File: config.mk
export PLATFORM = sky130hd
export DESIGN_NAME = pcie_phy_tx_sym_sched
export DESIGN_NICKNAME = d
export VERILOG_FILES = /design/src/rtl/pcie_phy_pkg.sv /design/src/rtl/pcie_phy_skp_timer.sv /design/src/rtl/pcie_phy_tx_sym_sched.sv
export SDC_FILE = /design/constraint.sdc
export NUM_CORES = 1
export LEC_CHECK = 0
export ABC_AREA = 1
export ABC_CLOCK_PERIOD_IN_PS = 1500
export BUFFER_PORTS_ARGS = -buffer_cell sky130_fd_sc_hd__buf_4
export CORE_MARGIN = 10
export CORE_UTILIZATION = 49
export CTS_BUF_LIST = sky130_fd_sc_hd__clkbuf_8
export CTS_CLUSTER_DIAMETER = 60
export CTS_CLUSTER_SIZE = 14
export DETAILED_ROUTE_END_ITERATION = 7
export GPL_ROUTABILITY_DRIVEN = 0
export PLACE_DENSITY = 0.87
export SKIP_LAST_GASP = 1
export SLEW_MARGIN = 20
export SYNTH_ARGS = -nofsm -noshare
export SYNTH_HDL_FRONTEND = slang
export SYNTH_SLANG_ARGS = --single-unit
File: constraint.sdc
create_clock -name clk -period 1.5 [get_ports clk]
set_clock_uncertainty 0.1 [all_clocks]
set_input_delay 0 -clock clk [delete_from_list [all_inputs] [get_ports clk]]
set_output_delay 0 -clock clk [all_outputs]
set_load 0.05 [all_outputs]
File: src/rtl/pcie_phy_pkg.sv
// Shared PHY symbol constants and the transmit scheduler state type,
// used by both the transmit scheduler and the receive-side decoder.
package pcie_phy_pkg;

  localparam logic [7:0] COM  = 8'hBC;  // K28.5
  localparam logic [7:0] SKP  = 8'h1C;  // K28.0
  localparam logic [7:0] IDL  = 8'h7C;  // K28.3
  localparam logic [7:0] D0_0 = 8'h00;

  typedef enum logic [2:0] {
    ST_EIDLE,
    ST_ACTIVE_IDLE,
    ST_OS,
    ST_LD,
    ST_SKP,
    ST_EIOS
  } tx_sched_state_t;

  function automatic tx_sched_state_t boundary_next(input logic eidle_req,
                                                    input logic skp_req,
                                                    input logic os_req,
                                                    input logic ld_req);
    tx_sched_state_t nxt;
    if (eidle_req)    nxt = ST_EIOS;
    else if (skp_req) nxt = ST_SKP;
    else if (os_req)  nxt = ST_OS;
    else if (ld_req)  nxt = ST_LD;
    else              nxt = ST_ACTIVE_IDLE;
    return nxt;
  endfunction

endpackage

File: src/rtl/pcie_phy_skp_timer.sv
// SKP interval timer: counts symbol clocks and holds a saturating
// SKP request until the scheduler launches the SKP COM.
module pcie_phy_skp_timer #(
  parameter int unsigned SKP_INTERVAL = 1180,
  parameter int unsigned CNT_W        = 11
) (
  input  logic clk,
  input  logic rst_i,
  input  logic freeze_i,
  input  logic clear_i,
  input  logic force_i,
  input  logic consume_i,
  output logic skp_req_o
);

  localparam logic [CNT_W-1:0] LAST_CNT = CNT_W'(SKP_INTERVAL - 1);

  logic [CNT_W-1:0] cnt_q, cnt_d;
  logic             pend_q, pend_d;
  logic             expire;

  always_comb begin
    expire = !freeze_i && !clear_i && (cnt_q == LAST_CNT);
    cnt_d  = cnt_q;
    pend_d = pend_q;
    if (clear_i) begin
      cnt_d  = '0;
      pend_d = force_i;
    end else if (!freeze_i) begin
      cnt_d = expire ? '0 : cnt_q + CNT_W'(1);
      // A fresh expiry wins over a same-cycle launch so no interval is lost.
      if (expire)         pend_d = 1'b1;
      else if (consume_i) pend_d = 1'b0;
    end
  end

  // Expiry is visible immediately so a boundary in the expiry cycle
  // already schedules the SKP.
  assign skp_req_o = pend_q | expire;

  always_ff @(posedge clk) begin
    if (rst_i) begin
      cnt_q  <= '0;
      pend_q <= 1'b0;
    end else begin
      cnt_q  <= cnt_d;
      pend_q <= pend_d;
    end
  end

endmodule

File: src/rtl/pcie_phy_tx_sym_sched.sv
// Per-symbol transmit scheduler feeding the 8b/10b encoder: arbitrates
// ordered sets and link data, inserts SKP, idles, and sequences EIOS/EIDLE.
module pcie_phy_tx_sym_sched
  import pcie_phy_pkg::*;
#(
  parameter int unsigned SKP_INTERVAL = 1180,
  parameter int unsigned CNT_W        = 11
) (
  input  logic       clk,
  input  logic       rst_i,
  input  logic       os_valid_i,
  input  logic [7:0] os_sym_i,
  input  logic       os_dk_n_i,
  input  logic       os_last_i,
  output logic       os_ready_o,
  input  logic       ld_valid_i,
  input  logic [7:0] ld_sym_i,
  input  logic       ld_dk_n_i,
  input  logic       ld_last_i,
  output logic       ld_ready_o,
  input  logic       eidle_req_i,
  output logic [7:0] sym_out_o,
  output logic       sym_dk_n_o,
  output logic       eidle_out_o,
  output logic       skp_sent_o
);

  tx_sched_state_t state_q, state_d;
  logic [1:0]      idx_q, idx_d;
  logic [7:0]      sym_q, sym_d;
  logic            dk_q, dk_d;
  logic            eidle_q, eidle_d;
  logic            skp_sent_q, skp_sent_d;
  logic            skp_req;

  pcie_phy_skp_timer #(
    .SKP_INTERVAL(SKP_INTERVAL),
    .CNT_W       (CNT_W)
  ) u_skp_timer (
    .clk      (clk),
    .rst_i    (rst_i),
    .freeze_i (state_q == ST_EIOS),
    .clear_i  (state_q == ST_EIDLE),
    .force_i  ((state_q == ST_EIDLE) && !eidle_req_i),
    .consume_i((state_q == ST_SKP) && (idx_q == 2'd0)),
    .skp_req_o(skp_req)
  );

  // Acceptance happens only once a stream is locked, so ready is pure state.
  assign os_ready_o = (state_q == ST_OS);
  assign ld_ready_o = (state_q == ST_LD);

  // NOTE: every combinational output gets a default first; a path that
  // leaves one unassigned would infer a latch.
  always_comb begin
    state_d    = state_q;
    idx_d      = '0;
    sym_d      = D0_0;
    dk_d       = 1'b1;
    eidle_d    = 1'b0;
    skp_sent_d = 1'b0;
    case (state_q)
      ST_EIDLE: begin
        eidle_d = 1'b1;
        if (!eidle_req_i) state_d = ST_ACTIVE_IDLE;
      end
      ST_ACTIVE_IDLE: begin
        state_d = boundary_next(eidle_req_i, skp_req, os_valid_i, ld_valid_i);
      end
      ST_OS: begin
        if (os_valid_i) begin
          sym_d = os_sym_i;
          dk_d  = os_dk_n_i;
          // The finishing stream's own valid still flags this last symbol.
          if (os_last_i) state_d = boundary_next(eidle_req_i, skp_req, 1'b0, ld_valid_i);
        end
      end
      ST_LD: begin
        if (ld_valid_i) begin
          sym_d = ld_sym_i;
          dk_d  = ld_dk_n_i;
          if (ld_last_i) state_d = boundary_next(eidle_req_i, skp_req, os_valid_i, 1'b0);
        end
      end
      ST_SKP: begin
        sym_d      = (idx_q == 2'd0) ? COM : SKP;
        dk_d       = 1'b0;
        skp_sent_d = (idx_q == 2'd0);
        idx_d      = idx_q + 2'd1;
        if (idx_q == 2'd3) state_d = boundary_next(eidle_req_i, skp_req, os_valid_i, ld_valid_i);
      end
      ST_EIOS: begin
        sym_d = (idx_q == 2'd0) ? COM : IDL;
        dk_d  = 1'b0;
        idx_d = idx_q + 2'd1;
        if (idx_q == 2'd3) state_d = ST_EIDLE;
      end
      default: state_d = ST_EIDLE;
    endcase
  end

  // NOTE: sequential state uses non-blocking assignments so every register
  // samples the pre-edge values regardless of statement order.
  always_ff @(posedge clk) begin
    if (rst_i) begin
      state_q    <= ST_EIDLE;
      idx_q      <= '0;
      sym_q      <= D0_0;
      dk_q       <= 1'b1;
      eidle_q    <= 1'b1;
      skp_sent_q <= 1'b0;
    end else begin
      state_q    <= state_d;
      idx_q      <= idx_d;
      sym_q      <= sym_d;
      dk_q       <= dk_d;
      eidle_q    <= eidle_d;
      skp_sent_q <= skp_sent_d;
    end
  end

  assign sym_out_o   = sym_q;
  assign sym_dk_n_o  = dk_q;
  assign eidle_out_o = eidle_q;
  assign skp_sent_o  = skp_sent_q;

endmodule

Word level (Yosys, flattened, before mapping):

Index checks and enable logic that the tools add are counted.
W data, S select, Z words.

* mux-type cells: 31
* eq/ne operators: 15
* multipliers: 0
* reductions and logical operators: 16
* bitwise gates (word level): 3
* shift operators: 0
* order comparisons: 0
* divide/modulo/power cells: 0
* $add $sub $neg: 2

Operator list (count)
* $mux W3: 13
* $mux W8: 4
* $pmux W8 S4: 1
* $pmux W3 S6: 1
* $ne A2 B2 Y1 const B: 7
* $add A11 B1 Y11 const B: 1
* $eq A11 B11 Y1 const B: 1
* $mux W11: 1
* $reduce_or A2 Y1: 4
* $mux W1: 7
* $reduce_and A7 Y1: 1
* $eq A3 B2 Y1 const B: 2
* $eq A3 B3 Y1 const B: 2
* $mux W2: 3
* $logic_and A1 B1 Y1: 4
* $eq A3 B1 Y1 const B: 1
* $logic_not A1 Y1: 3
* $logic_not A3 Y1: 1
* $pmux W1 S3: 1
* $reduce_bool A3 Y1: 1
* $add A2 B1 Y2 const B: 1
* $eq A2 B2 Y1 const B: 1
* $logic_not A2 Y1: 1
* $ne A2 B1 Y1 const B: 1
* 3 further kinds: 4

* bits in writable memories: 0
* input port bits: 25
* register bits after elaboration: 28
* latch bits: 0
* word-level logic and storage cells: 75
* memories kept: 0
* output and inout bits: 13
* ROM bits: 0

Longest topological paths before layout:

Gate-level depths: netlist (run 1).

* depth after elaboration: 10
* depth in mapped cells: 11
* gate-level depth less buffers: 11

Hierarchy:

Synthesis (run 1) repeated with hierarchy kept, for this count alone.

* cells, all modules: 234
* area, all modules: 1587.8 µm²

Modules (own cells, without submodules)
* pcie_phy_tx_sym_sched: instances 1, cells an instance 134, sequential area each 320.3 µm², area each 924.6 µm²
* pcie_phy_skp_timer: instances 1, cells an instance 100, sequential area each 240.2 µm², area each 663.1 µm²

Least setup slack after synthesis (run 1):

Ideal clock, no wire load.

* path type: reg2reg
* start point: reg state_q[2]
* end point: reg sym_q[6] (netlist: sym_out_o[6])
* path buffers: 0
* stages on the path, launching flop included: 10
* path slack: -0.270 ns
* data arrival time: 1.614 ns
* setup time: 0.056 ns
* clock period less this slack: 1.770 ns
* cell sequence: dfxtp_1 > inv_2 > nand2_2 > nor2_2 > inv_1 > nor2_4 > nand2_1 > o211ai_1 > nand2_1 > inv_1

* cells in the longest elaborated chain, start to end: 2
* elaborated cells between the ends (all ways): 5
* those cells by class: eq/ne: 4; mux: 1

Ends and longest elaborated chain
* start, declared: line pcie_phy_tx_sym_sched.sv:28 `tx_sched_state_t state_q, state_d;`
* start signal, assigned: line pcie_phy_tx_sym_sched.sv:113 `state_q <= state_d;`
* $eq A3 B2 Y1
* via os_ready_o: line pcie_phy_tx_sym_sched.sv:15 `output logic os_ready_o,`
* $pmux W8 S4: line pcie_phy_tx_sym_sched.sv:62 `case (state_q)`
* end signal, assigned: line pcie_phy_tx_sym_sched.sv:115 `sym_q <= sym_d;`
* end, declared: line pcie_phy_tx_sym_sched.sv:30 `logic [7:0] sym_q, sym_d;`

The timed path passes the listed nets, and every way through them passes these cells.
A chain may end at the register's enable or synchronous reset.

Worst setup path in the final report (run 1):

* start point: reg u_skp_timer.cnt_q[3]
* end point: reg state_q[0]

* cells in the longest elaborated chain, start to end: 8
* elaborated cells between the ends (all ways): 15
* those cells by class: eq/ne: 1; mux: 12; bitwise: 1; reduce/logical: 1

Ends and longest elaborated chain
* start, declared: line pcie_phy_skp_timer.sv:18 `logic [CNT_W-1:0] cnt_q, cnt_d;`
* start signal, assigned: line pcie_phy_skp_timer.sv:46 `cnt_q <= cnt_d;`
* $eq A11 B11 Y1 (*): line pcie_phy_skp_timer.sv:23 `expire = !freeze_i && !clear_i && (cnt_q == LAST_CNT);`
* $logic_and A1 B1 Y1 (*): line pcie_phy_skp_timer.sv:23
* $or A1 B1 Y1 (*): line pcie_phy_skp_timer.sv:39 `assign skp_req_o = pend_q | expire;`
* $mux W3: line pcie_phy_pkg.sv:25 `else if (skp_req) nxt = ST_SKP;`
* $mux W3: line pcie_phy_pkg.sv:24 `if (eidle_req) nxt = ST_EIOS;`
* $mux W3 (on tied branches): line pcie_phy_tx_sym_sched.sv:82, pcie_phy_tx_sym_sched.sv:75
* $mux W3 (on tied branches): line pcie_phy_tx_sym_sched.sv:79, pcie_phy_tx_sym_sched.sv:71
* $pmux W3 S6 (*): line pcie_phy_tx_sym_sched.sv:62

Every way passes the cells marked *; elsewhere a longest branch is shown, timed or not. The select of a mux whose other input is x is not followed.

==> results.cfg, run 1 <==
[floorplanning]
io_pins = 38
die_area_sq_mm = 0.00554
core_area_sq_mm = 0.00281
die_h_um = 74.4
start_util_pct = 51.8
rows = 19
die_w_um = 74.4

[worst_setup_path]
path_max_fanout = 6
critical_path_class = register to register
ff2ff_setup_slack_ns = -0.13
start_kind = register
cp.required_ns = 1.59
worst_ep_arrival_time_ns = 1.72
rr_worst_depth = 9
r2r_start = u_skp_timer.cnt_q[3]
endpoint_kind = register
rr_endpoint = state_q[0]

[detailed_routing]
vias = 1785
viasPerCell = 5.68
drcViolationCount = 0
wirelength_um = 5650
ant_nets = 0
drt-pass1-iter-count = 6
drtIter0Drc = 264
wl_per_cell_um = 18.0

[grt]
overflow = 0
grt_max_degree = 17
antenna_found_initial = 0
grt_usage_pct = 15.1
grt_pass1_vias = 1535
grt_pass1_wl_um = 6750

[timing]
rsz0062_at_grt = true
finalSetupViolCount = 11
fin_crit_sh_pct = 109
fin_tns_setup_ns = -0.475
fmax_mhz = 613
slew_viol_final = 0
slew_headroom_pct = 82.0
tightest_slew_ns = 0.270
whs_ns = 0.0220
fin_ws_ns = -0.132
finalHoldViolCount = 0
period_needed_ns = 1.63

[min_path]
hold_depth = 4
hold_start = ld_valid_i
hp-class = input pin to register
min_to = sym_dk_n_o

[outcome]
status = complete, but fails checks
violations = negative setup slack

[cells_and_area]
fin_util_pct = 80.9
syn2layout_area_growth_pct = 56.2
layout-drive-gt1-share_pct = 38.3
fin_nets = 311

[yosys]
syn_area_per_cell_sq_um = 7.16
synth_seq_area_share_pct = 38.6
synth-warning-count = 0
syn-instance-count = 203
synth.distinct_cells = 27
syn_nets = 231
yosys_register_bits = 28
synth_area_sq_mm = 0.00145

[power_and_ir_drop]
p_total_mw = 2.83
vdd_ir_drop_max_v = 0.000684
p_per_area_mw_per_mm2 = 1250
leakage_nw = 0.971

[clock_tree]
cts_tree = done
root_buffer = clkbuf_8
clk_latency_ns = 0.29
cts_buffers = 3
numClockSinks = 28
htreeDepth = 1
clk_pin_slew_ns = 0.11
clk_path_buf_depth = 2

[placed_design]
portBuffers = 37
hpwlAfterDp_um = 2880

[flow_run]
drv_cap = 0
==> synthesized netlist by cell type, drive strengths merged <==
cell type / number / area share [%]
nor2: 30 / 11
o21ai: 10 / 3.4
ha: 3 / 2.6
and2: 1 / 0.43
nand2: 50 / 14
nor3b: 2 / 1.4
dfxtp: 28 / 39
o211ai: 2 / 1.0
buf: 1 / 0.78
nand3: 13 / 5.2
clkbuf: 1 / 0.26
a22oi: 7 / 3.6
a21oi: 16 / 5.5
nand4: 4 / 2.2
a31oi: 1 / 0.43
xor2: 1 / 0.60
inv: 29 / 7.5
nor3: 4 / 1.4
==> how the worst max path moves through the flow <==
stage,from,end,slack [ns],cells after the start
final,u_skp_timer.cnt_q[3],state_q[0],-0.13,9
after global placement,state_q[1],u_skp_timer.cnt_q[7],0.04,9
after CTS,u_skp_timer.cnt_q[0],state_q[0],-0.01,10
after global routing,u_skp_timer.cnt_q[3],state_q[0],-0.23,9
after detailed placement,u_skp_timer.cnt_q[2],u_skp_timer.cnt_q[7],-0.02,9
after floorplan,state_q[2],state_q[2],-0.02,9
==> critical path, cell delays in order (launching register included) <==
cell     delay, ns
dfxtp_1       0.49
nand2_1       0.12
nor2_1        0.11
nand3_1       0.16
o21ai_2       0.22
nand2_1       0.11
nand2_1       0.07
nand2_1       0.05
nand2_1       0.08
a21oi_2       0.05
==> sequential cells by signal, indices dropped and copies added (netlist names) <==
name,flops
u_skp_timer.cnt_q,11
sym_out_o,8
state_q,3
idx_q,2
eidle_out_o,1
skp_sent_o,1
sym_dk_n_o,1
u_skp_timer.pend_q,1
==> layout make-up <==
cell class,instances,area [sq um]
Antenna cell,1,2.50
Clock buffer,3,41.3
Clock inverter,1,30.0
Fill cell,154,536
Inverter,29,114
Multi-Input combinational cell,144,838
Sequential cell,28,577
Tap cell,31,38.8
Timing Repair Buffer,77,628
==> cell usage in the layout, fill, tap and decap left out, drive strengths merged <==
cell	Yosys	routed
nor3b	2	2
o211ai	2	2
o21ai	10	10
dlygate4sd3	0	20
xor2	1	1
clkbuf	1	3
nor3	4	4
a21oi	16	16
and2	1	1
a22oi	7	7
diode	0	1
a31oi	1	1
nor2	30	30
ha	3	3
dfxtp	28	28
bufinv	0	1
buf	1	57
inv	29	29
nand3	13	13
nand2	50	50
nand4	4	4
==> timing repair <==
item,4_1_cts,5_1_grt
pin swaps,1,15
hold buffers,13,7
hold endpoints to repair,14,11
setup endpoints to repair,5,17
gates resized for setup,4,25
buffers inserted,1,13
==> power by group <==
group	switching (mW)	internal [mW]	leakage, nW
Clock	0.268	0.358	0.0357
Combinational	0.812	0.431	0.704
Sequential	0.100	0.861	0.231
Total	1.18	1.65	0.971
==> stage by stage <==
step	cells	cell area [sq um]	setup WS (ns)
after floorplan	203	1470	-0.0190
after global placement	275	1820	0.0357
after detailed placement	275	1820	-0.0234
after CTS	293	2040	-0.0147
after global routing	313	2270	-0.227
final	314	2270	-0.132
==> routing by layer <==
| layer | routed length, um | vias up | GRT usage (%) |
|---|---|---|---|
| met4 | 231 | 0 | 6.93 |
| met5 | 0 | - | 0 |
| li1 | - | 816 | - |
| met2 | 2850 | 115 | 27.3 |
| met3 | 476 | 29 | 1.99 |
| met1 | 2090 | 825 | 17.2 |
==> kinds of logic after synthesis <==
| logic type | after synthesis | share of synthesized area, % |
|---|---|---|
| AOI/OAI and AO/OA | 36 | 14.0 |
| xor gates and xnor gates | 1 | 0.603 |
| adders and majority gates | 3 | 2.58 |
| buffers and inverters | 31 | 8.53 |
| DFF | 28 | 38.6 |
| and+or+nand+nor | 104 | 35.7 |
(Power assumes the default switching activity.)
==> run 2, diff against run 1 <==
--- a/config.mk
+++ b/config.mk
@@ -8,6 +8,7 @@
 export ABC_AREA = 1
 export ABC_CLOCK_PERIOD_IN_PS = 1500
 export BUFFER_PORTS_ARGS = -buffer_cell sky130_fd_sc_hd__buf_4
+export CAP_MARGIN = 10
 export CORE_MARGIN = 10
 export CORE_UTILIZATION = 49
 export CTS_BUF_LIST = sky130_fd_sc_hd__clkbuf_8
==> constraint.sdc (replaced) <==
create_clock -name clk -period 1.5 [get_ports clk]
set_clock_uncertainty 0.1 [all_clocks]
set_input_delay 0.225 -clock clk [delete_from_list [all_inputs] [get_ports clk]]
set_output_delay 0.225 -clock clk [all_outputs]
set_load 0.05 [all_outputs]
==> results.cfg, run 2 (same netlist as run 1, synthesis figures left out) <==
[outcome]
status = complete, no violations

[clock_tree]
clk_latency_ns = 0.27
numClockSinks = 28
cts_tree = done
clk_path_buf_depth = 2
clk_pin_slew_ns = 0.10
htreeDepth = 1
root_buffer = clkbuf_8
cts_buffers = 3

[min_path]
hp-class = input pin to register
hold_start = rst_i

[cells_and_area]
multi_input_area_sq_um = 826
regMostFlops = u_skp_timer.cnt_q
final_cell_area_sq_mm = 0.00199
num-fill-cells = 214
final-instance-count-excl-fill = 283
layout_common_cells = nand2_1, buf_4, dfxtp_1
layout_commonest_cell = nand2_1
n_antenna_cell = 0
seq_area_sq_um = 576
fin_nets = 281
layout-drive-gt1-share_pct = 35.7
syn2layout_area_growth_pct = 37.0
largest_register_ffs = 11

[grt]
grt_pass1_wl_um = 5800
grt_pass1_vias = 1356
grt_max_degree = 17
grt_usage_pct = 12.7
antenna_found_initial = 0
overflow = 0

[power_and_ir_drop]
p_per_area_mw_per_mm2 = 1320
leakage_nw = 0.838
p_clk_share_pct = 22.4
p_comb_share_pct = 41.2
seqPwrFrac_pct = 36.4
vdd_ir_drop_max_v = 0.000865
power_switching_mw = 1.03
intPower_mw = 1.60
p_total_mw = 2.63
swShare_pct = 39.1

[floorplanning]
io_pins = 38
die_h_um = 74.4
core_area_sq_mm = 0.00281
rows = 19
die_area_sq_mm = 0.00554
start_util_pct = 51.8
die_w_um = 74.4

[worst_setup_path]
path_cells = inv_1, nor2_4, buf_8
start_kind = register
ff2ff_setup_slack_ns = 0.04
crit_buf_inv = 2
cpPeakStageDelay_ns = 0.43
crit_start = state_q[0]
path_max_fanout = 6
worst_ep_arrival_time_ns = 1.13
crit_slowest_cell = dfxtp_4
cp.required_ns = 1.17
endpoint_kind = output pin
crit_family = flip-flops
r2r_start = state_q[0]
critical_path_class = register to output pin

[placed_design]
post-place-cells = 276
placed_cell_area_sq_mm = 0.00182
hpwlAfterDp_um = 2750
portBuffers = 37

[timing]
finalSetupViolCount = 0
finalHoldViolCount = 0
slew_viol_final = 0
fin_crit_sh_pct = 97.0
fin_tns_setup_ns = 0
slew_headroom_pct = 81.4
tightest_slew_ns = 0.276
period_needed_ns = 1.46
rsz0062_at_grt = true
fmax_mhz = 687

[detailed_routing]
drtIter0Drc = 128
viasPerCell = 5.18
wirelength_um = 3820
ant_nets = 0
drcViolationCount = 0
drt-pass1-iter-count = 4
wl_per_cell_um = 13.5
vias = 1467

[flow_run]
drv_cap = 0
[run 2: cell count changes in the layout (fill, tap and decap cells not counted), sizes merged]
cell	before	now
dlygate4sd3	20	0
buf	57	47
diode	1	0
[run 2: stage by stage]
stage / util (%) / setup WS, ns / hold WS, ns
final: 70.9 / 0.0444 / 0.0704
after global routing: 70.9 / -0.0751 / 0.0642
after CTS: 67.9 / -0.0139 / 0.0685
after detailed placement: 65.0 / -0.00534 / 0.340
after global placement: 65.0 / 0.0337 / 0.338
after floorplan: - / -0.0190 / 0.194
[run 2: per-layer routing]
| layer | vias up | routed length, um | GRT usage (%) |
|---|---|---|---|
| met1 | 667 | 1720 | 16.0 |
| met2 | 38 | 1850 | 20.7 |
| met3 | 8 | 205 | 2.66 |
| met4 | 0 | 47 | 4.83 |
| li1 | 754 | - | - |
| met5 | - | 0 | 0 |
[run 2: final cells by class]
class	instances	area share, %
multi-input cells	144	41.5
inverters	29	5.72
flip-flops and latches	28	28.9
clock buffers	3	2.08
clock inverters	1	1.51
repair buffers	47	18.3
well taps	31	1.95
[run 2: final timing paths]
kind,endpoint,cells after the start
worst max-delay path,ld_ready_o,3
worst min-delay path,state_q[0],2
worst max register to register,state_q[2],8
worst min register to register,idx_q[0],1
[run 2: power by group through the flow]
stage	clock network [mW]	logic, mW	registers, mW
after floorplan	0	0.564	1.11
after global placement	0	0.995	0.938
after detailed placement	0	1.00	0.942
after CTS	0.601	1.01	0.932
after global routing	0.621	1.18	0.969
final	0.588	1.08	0.957
[run 2: what timing repair did]
| item | CTS | global route |
|---|---|---|
| pin swaps | 0 | 6 |
| setup endpoints to repair | 3 | 19 |
| gates cloned | 0 | 0 |
| resized for setup | 2 | 21 |
| buffers inserted | 0 | 3 |
| hold buffers | 0 | 0 |
